===== config.mk =====
export PLATFORM = sky130hd
export DESIGN_NAME = aes_round_ctrl
export DESIGN_NICKNAME = d
export VERILOG_FILES = /design/src/rtl/aes_pkg.sv /design/src/rtl/aes_round_ctrl.sv
export SDC_FILE = /design/constraint.sdc
export NUM_CORES = 1
export LEC_CHECK = 0
export BUFFER_PORTS_ARGS = -buffer_cell sky130_fd_sc_hd__buf_4
export CELL_PAD_IN_SITES_DETAIL_PLACEMENT = 0
export CELL_PAD_IN_SITES_GLOBAL_PLACEMENT = 1
export CORE_AREA = 2 2 606 608
export CTS_BUF_LIST = sky130_fd_sc_hd__clkbuf_4
export CTS_CLUSTER_DIAMETER = 120
export DETAILED_ROUTE_END_ITERATION = 10
export DIE_AREA = 0 0 608 610
export MAX_ROUTING_LAYER = met4
export PLACE_DENSITY_LB_ADDON = 0.1
export RECOVER_POWER = 25
export SLEW_MARGIN = 20
export SYNTH_ARGS = -nofsm -noshare
export SYNTH_HDL_FRONTEND = slang
export SYNTH_SLANG_ARGS = --single-unit

===== constraint.sdc =====
create_clock -name clk -period 2.4 [get_ports clk]
set_input_delay 0 -clock clk [delete_from_list [all_inputs] [get_ports clk]]
set_output_delay 0 -clock clk [all_outputs]
set_load 0.03 [all_outputs]

===== src/rtl/aes_pkg.sv =====
// Shared AES definitions for the round controller.
//   aes_ctrl_state_t : controller FSM state (IDLE, RUN, DONE)
//   ROUND_W(nr)      : width of a round counter that spans 0..nr
package aes_pkg;

    typedef enum logic [1:0] {
        IDLE = 2'd0,
        RUN  = 2'd1,
        DONE = 2'd2
    } aes_ctrl_state_t;

    function automatic int unsigned ROUND_W(input int unsigned nr);
        return $clog2(nr + 1);
    endfunction

endpackage


===== src/rtl/aes_round_ctrl.sv =====
// Sequencing controller for an iterative AES-encrypt datapath.
// Accepts a cipher key (exp_load strobes the key-expansion block) and plaintext blocks,
// steps the round counter, muxes the round key out of the expanded key array and drives
// the datapath load/round/final strobes.
//   clk, reset            : clock, asynchronous active-high reset
//   key_valid/key_ready   : key handshake (key data goes straight to the expansion block)
//   exp_load              : load strobe to the key-expansion registers
//   rkey                  : expanded key words from the expansion block
//   in_valid/in_ready     : plaintext handshake
//   out_valid/out_ready   : ciphertext handshake
//   dp_load/round/final   : datapath strobes (round 0 load, round update, no MixColumns)
//   round, rkey_sel       : current round index and its 128-bit round key
//   key_loaded            : a key has been expanded since reset
module aes_round_ctrl
    import aes_pkg::*;
#(
    parameter int unsigned Nk = 4,
    parameter int unsigned Nr = Nk + 6,
    localparam int unsigned RoundW = ROUND_W(Nr),
    localparam int unsigned NumWords = 4 * (Nr + 1)
) (
    input  logic              clk,
    input  logic              reset,
    input  logic              key_valid,
    output logic              key_ready,
    output logic              exp_load,
    input  logic [31:0]       rkey [NumWords],
    input  logic              in_valid,
    output logic              in_ready,
    output logic              out_valid,
    input  logic              out_ready,
    output logic              dp_load,
    output logic              dp_round,
    output logic              dp_final,
    output logic [RoundW-1:0] round,
    output logic [127:0]      rkey_sel,
    output logic              key_loaded
);

    localparam logic [RoundW-1:0] LastRound = RoundW'(Nr);

    aes_ctrl_state_t   state_q, state_d;
    logic [RoundW-1:0] round_q, round_d;
    logic              key_loaded_q, key_loaded_d;

    // Handshake and strobe decode. Keys are only taken in IDLE, so the expanded key
    // cannot change while a block is in flight.
    always_comb begin
        key_ready = (state_q == IDLE);
        exp_load  = key_valid & key_ready;
        // A key arriving with a block wins; the block waits one cycle.
        in_ready  = key_ready & key_loaded_q & ~key_valid;
        dp_load   = in_valid & in_ready;
        dp_round  = (state_q == RUN);
        dp_final  = dp_round & (round_q == LastRound);
        out_valid = (state_q == DONE);
    end

    always_comb begin
        state_d      = state_q;
        round_d      = round_q;
        key_loaded_d = key_loaded_q | exp_load;
        unique case (state_q)
            IDLE: begin
                if (dp_load) begin
                    state_d = RUN;
                    round_d = RoundW'(1);
                end
            end
            RUN: begin
                if (round_q == LastRound) begin
                    state_d = DONE;
                end else begin
                    round_d = round_q + RoundW'(1);
                end
            end
            DONE: begin
                if (out_ready) begin
                    state_d = IDLE;
                    round_d = '0;
                end
            end
            default: begin
                state_d = IDLE;
                round_d = '0;
            end
        endcase
    end

    always_ff @(posedge clk or posedge reset) begin
        if (reset) begin
            state_q      <= IDLE;
            round_q      <= '0;
            key_loaded_q <= 1'b0;
        end else begin
            state_q      <= state_d;
            round_q      <= round_d;
            key_loaded_q <= key_loaded_d;
        end
    end

    // Round-key mux; an out-of-range counter falls back to round 0.
    always_comb begin
        rkey_sel = '0;
        for (int unsigned j = 0; j < 4; j++) begin
            rkey_sel[32*j+:32] = rkey[j];
        end
        for (int unsigned r = 1; r <= Nr; r++) begin
            if (round_q == RoundW'(r)) begin
                for (int unsigned j = 0; j < 4; j++) begin
                    rkey_sel[32*j+:32] = rkey[4*r+j];
                end
            end
        end
    end

    assign round      = round_q;
    assign key_loaded = key_loaded_q;

endmodule


# Yosys cells after proc, flatten, opt, wreduce, memory -nomap -nowiden
# Index checks and enable logic that the tools add are counted.
[classes]
eq_ne = 16
addsub = 1
muxes = 18
n_reduce_logical = 3
bitwise = 7
[ops]
columns = ["cell", "count"]
rows = [
  ["128-bit two-way mux", 10],
  ["4-bit by 3-bit == test with 1-bit output (second input constant)", 4],
  ["4-bit == test (second input constant)", 3],
  ["4-bit two-way mux", 3],
  ["4-bit one-hot mux with 3 select lines", 1],
  ["4-bit by 2-bit == test with 1-bit output (second input constant)", 2],
  ["2-bit two-way mux", 3],
  ["2-bit by 1-bit != test with 1-bit output (second input constant)", 3],
  ["2-bit one-hot mux with 3 select lines", 1],
  ["3-bit AND reduction", 2],
  ["1-bit bitwise AND", 5],
  ["4-bit by 1-bit adder with 4-bit output (second input constant)", 1],
  ["4-bit by 1-bit == test with 1-bit output (second input constant)", 1],
  ["2-bit by 1-bit == test with 1-bit output (second input constant)", 1],
  ["2-bit == test (second input constant)", 1],
  ["2-bit zero test", 1],
  ["2-bit != test (second input constant)", 1],
  ["1-bit inverter", 1],
  ["1-bit bitwise OR", 1],
]
[totals]
register_bits = 7
inputBits = 1413
elab_cells = 48
output_inout_bits = 140

# Depth between registers and ports, before layout
[depth]
word_depth = 11
mapped_depth = 10
depth_no_buf = 6

# Least setup slack after synthesis
# No wires, ideal clock.
[synth_timing]
kind = "register to output"
start = "register round_q[0] (netlist: round[0])"
end = "output rkey_sel[0]"
stages_incl_launch_ff = 9
required_ns = 2.400
slack_ns = -0.117
n_path_buf = 2
arrival_ns = 2.517
path_cell_list = "dfrtp_1 > inv_1 > ha_1 > buf_4 > or2_2 > clkbuf_1 > a2bb2oi_1 > o211ai_1 > o21ai_0"
[synth_between]
elab_chain_cells = 11
elab_cells_between_ends = 20
cone_classes = "eq/ne (10); mux (10)"
[synth_rtl]
columns = ["item", "line_no", "text"]
rows = [
  ["start: declaration", "aes_round_ctrl.sv:43", "logic [RoundW-1:0] round_q, round_d;"],
  ["start signal: assignment", "aes_round_ctrl.sv:97", "round_q <= round_d;"],
  ["4-bit by 1-bit == test with 1-bit output", "aes_round_ctrl.sv:109", "if (round_q == RoundW'(r)) begin"],
  ["128-bit two-way mux (9 in a row)", "aes_round_ctrl.sv:109", ""],
  ["128-bit two-way mux (*)", "aes_round_ctrl.sv:109", ""],
  ["end: declaration", "aes_round_ctrl.sv:36", "output logic [127:0] rkey_sel,"],
]
# Every way passes the cells marked *; elsewhere a longest branch is shown, timed or not.

# Final worst setup path
[layout_timing]
start = "register round_q[0] (netlist: round[0])"
end = "output rkey_sel[88]"
# The elaborated chain is that of the path after synthesis.

==> metrics <==
status complete, but fails checks; violated checks negative setup slack; count of cell types in the netlist 39; cts bufs inserted 3; Post-Route Setup TNS -45.11 ns; fmax 343 MHz; final worst setup slack -0.511 ns; Layout Nets roughly 5.6k; Avg Inst Size Synth approximately 6.8 sq um; die area about 0.37 sq mm; Worst path top cell family by delay buffers and inverters; die width a little over 600 um; static leakage 17.6 nW; area delta synth->final 172%; largest net degree at the start of global routing 64; I/O Buffers 1,552; first-pass GRT wire length 371,000 um; initial core utilization 0.0457; # H-tree levels 1; Cell Int Power between 20 and 30 mW; Worst-path clk slew around 0.080 ns; #FFs+latches synth 7; worst r2r src round[0]$_DFFE_PP0P_; sequential-to-total area share from yosys stat 0.0105; DR vias/cell 3.26; post-route DRC violation count 0; Arr. time, crit path a little under 3 ns; largest cells by area after synthesis a2bb2oi_1 13%, o2bb2a_1 7.7%, a22o_1 6.7%, o22a_1 6.7%, o21bai_1 5.8%; Std-Cell Rows 222; commonest non-fill, non-tap cells in the layout 1,712 x buf_4, 174 x buf_6, 166 x buf_12; post-synthesis instance area approximately 0.017 sq mm; multiplexer share of the synthesized area 0.000677; CP cell instances buf_6 > ha_4 > buf_8 > or2_4 > buf_12 > buf_4 > buf_8 > a2bb2oi_2 > o211ai_1 > o21ai_4 > buf_6; Switching Share 0.578; Core Footprint 0.364 sq mm; commonest non-fill, non-tap cell in the layout buf_4; net switching power 38.9 mW; CP Launch Type flip-flop; maximum VDD drop between 800 and 900 uV; clock network fraction of design power 0.002; min-delay src in_valid; Bufs and invs on worst path 6; YS warnings 0; vias in the first global route 31.2k; simple-gate area share of the yosys netlist 0.174; Final Skew around 0.010 ns; Least-Margin Pin Slew between 0.7 and 0.8 ns; Tmin final 2.91 ns; I/O pin cnt between 1.5k and 2k; Overall Power between 60 and 70 mW; die height 610 um; sequential share of power 0.003; Comb power frac 0.994; Max FO, Critical Path 8; Final Slew Violations 0; Clk Latency, worst-skew pair 0.30 ns; combinational family with the most area after synthesis compound AO/OA/AOI/OAI gates; Worst Setup End Kind output pin; final instance area approximately 0.045 sq mm; syn nets between 3k and 4k; layout cells sized above 1 0.631; RSZ-0062 raised after global routing true; clock buffer depth 2; Final Setup Violations around 130; Synth Area in Adders 0.00301; Final ANT Viol Nets 0; Critical Path Start round[0]$_DFFE_PP0P_; Final HPWL DP between 200,000 and 300,000 um; CTS Sinks 7; Synth top area share 0.134; clk root buf clkbuf_4; cells after synthesis approximately 2.4k; P per Cell Area between 1000 and 1500 mW/mm^2; WS Path Type reg2out; critical path's largest stage delay 0.41 ns; post-synth top area cell a2bb2oi_1; DR iter-0 viols between 1.5k and 2k; max cap viols 0; path category of the worst min-delay check in2reg; Critical Path RT 2.40 ns; drt pass-1 iters 5; Slew headroom 0.509; CP max stage cell dfrtp_1; Placed Area approximately 0.038 sq mm; grt total ovfl 0; routed vias between 20k and 30k; Compound-Gate Fraction of Synth Area 0.687; gpl congestion a little over 0.8; xor/xnor share of the synthesized area 0; CTS tree yes; final WL ~300,000 um; Hold Vio Cnt, Final 0; wire per inst roughly 33 um; initial antenna violation count between 150 and 200; fin crit share 1.21; GRT Util Overall 0.158
==> layer usage <==
layer | routed length (um) | vias up | global-route usage
li1 | - | 13500 | -
met1 | 121000 | 15000 | 0.175
met2 | 163000 | 1060 | 0.300
met3 | 15400 | 195 | 0.0331
met4 | 2630 | 0 | 0.00786
met5 | 0 | - | -
==> sequential cells by signal (all words and copies together) (netlist names) <==
register	count
round	4
state_q	2
key_loaded	1
==> timing repair <==
action | in CTS | in global routing
hold endpoints to repair | 7 | 0
hold buffers | 1 | 0
setup buffers | 92 | 59
setup endpoints to repair | 128 | 128
pin swaps | 131 | 174
gates resized for setup | 546 | 298
cloned | 20 | 8
==> area by class of cell <==
class	count	area (sq um)
clock buffers	4	30.0
flip-flops and latches	7	183
diodes	72	180
well taps	4816	6030
multi-input cells	1968	18500
fillers	42100	319000
repair buffers	2121	19800
inverters	131	492
==> kinds of logic (layout without fill, tap and decap cells) <==
family	count (synthesis)	after routing
simple gates	416	416
compound gates	1547	1547
fa+ha+maj	4	4
other cells	0	72
mux	1	1
flops	7	7
buf+inv	474	2256
==> synthesized netlist by cell type <==
cell type,instances
mux2_2,1
inv_1,131
o21ai_1,124
nand3b_1,3
o2bb2a_1,128
nor2_1,133
nand4bb_1,1
or2_2,3
buf_2,107
o21a_1,1
a21o_1,1
nand2b_1,4
a22o_1,128
nand3_1,2
buf_4,10
nor4b_2,40
buf_1,5
o21ai_0,137
o22a_1,128
and2_1,2
or3b_2,1
a21oi_1,133
o21bai_1,128
a2bb2oi_1,255
o211ai_1,127
nor4bb_4,1
a221oi_1,1
buf_6,18
a31oi_1,128
nor2b_1,132
nor4b_1,89
ha_1,4
and3b_1,1
o31ai_1,128
nand3b_4,1
or3_1,2
clkbuf_1,203
or2_4,1
dfrtp_1,7
==> worst register-to-register path: cells and delay by family, from the launching register on <==
| family | cells | cell delay (ns) |
|---|---|---|
| adder cells (fa/ha/maj) | 1 | 0.24 |
| buffers and inverters | 5 | 0.80 |
| flip-flops | 1 | 0.41 |
| multiplexers | 1 | 0.34 |
| AND/OR/NAND/NOR | 3 | 0.33 |
==> metrics by stage <==
step | setup WS (ns) | cells | util | hold slack (ns)
floorplan | 0.0366 | 2449 | - | -0.197
global placement | -0.983 | 8885 | 0.105 | 0.0356
detailed placement | -0.947 | 8885 | 0.105 | 0.0306
CTS | -0.570 | 8995 | 0.117 | 0.0706
global route | -0.572 | 9103 | 0.124 | 0.0954
finish | -0.511 | 9119 | 0.124 | 0.0772
==> power by group through the flow <==
| stage | Combinational, mW | Sequential [mW] | Clock, mW |
|---|---|---|---|
| after floorplan | 25.2 | 0.267 | 0 |
| after global placement | 57.2 | 0.255 | 0 |
| after detailed placement | 56.9 | 0.248 | 0 |
| after CTS | 65.4 | 0.231 | 0.155 |
| after global routing | 70.8 | 0.234 | 0.157 |
| final | 66.9 | 0.226 | 0.150 |
==> final timing paths <==
kind	endpoint	slack, ns	cells after the start
setup / recovery	rkey_sel[88]	-0.51	11
hold / removal	state_q[0]$_DFFE_PP0P_	0.08	3
setup reg to reg	round[0]$_DFFE_PP0P_	0.16	10
hold reg to reg	key_loaded$_DFF_PP0_	0.53	1
max in group asynchronous	round[3]$_DFFE_PP0P_	1.79	3
min in group asynchronous	key_loaded$_DFF_PP0_	0.27	3
Power figures use the tool's default switching activity.
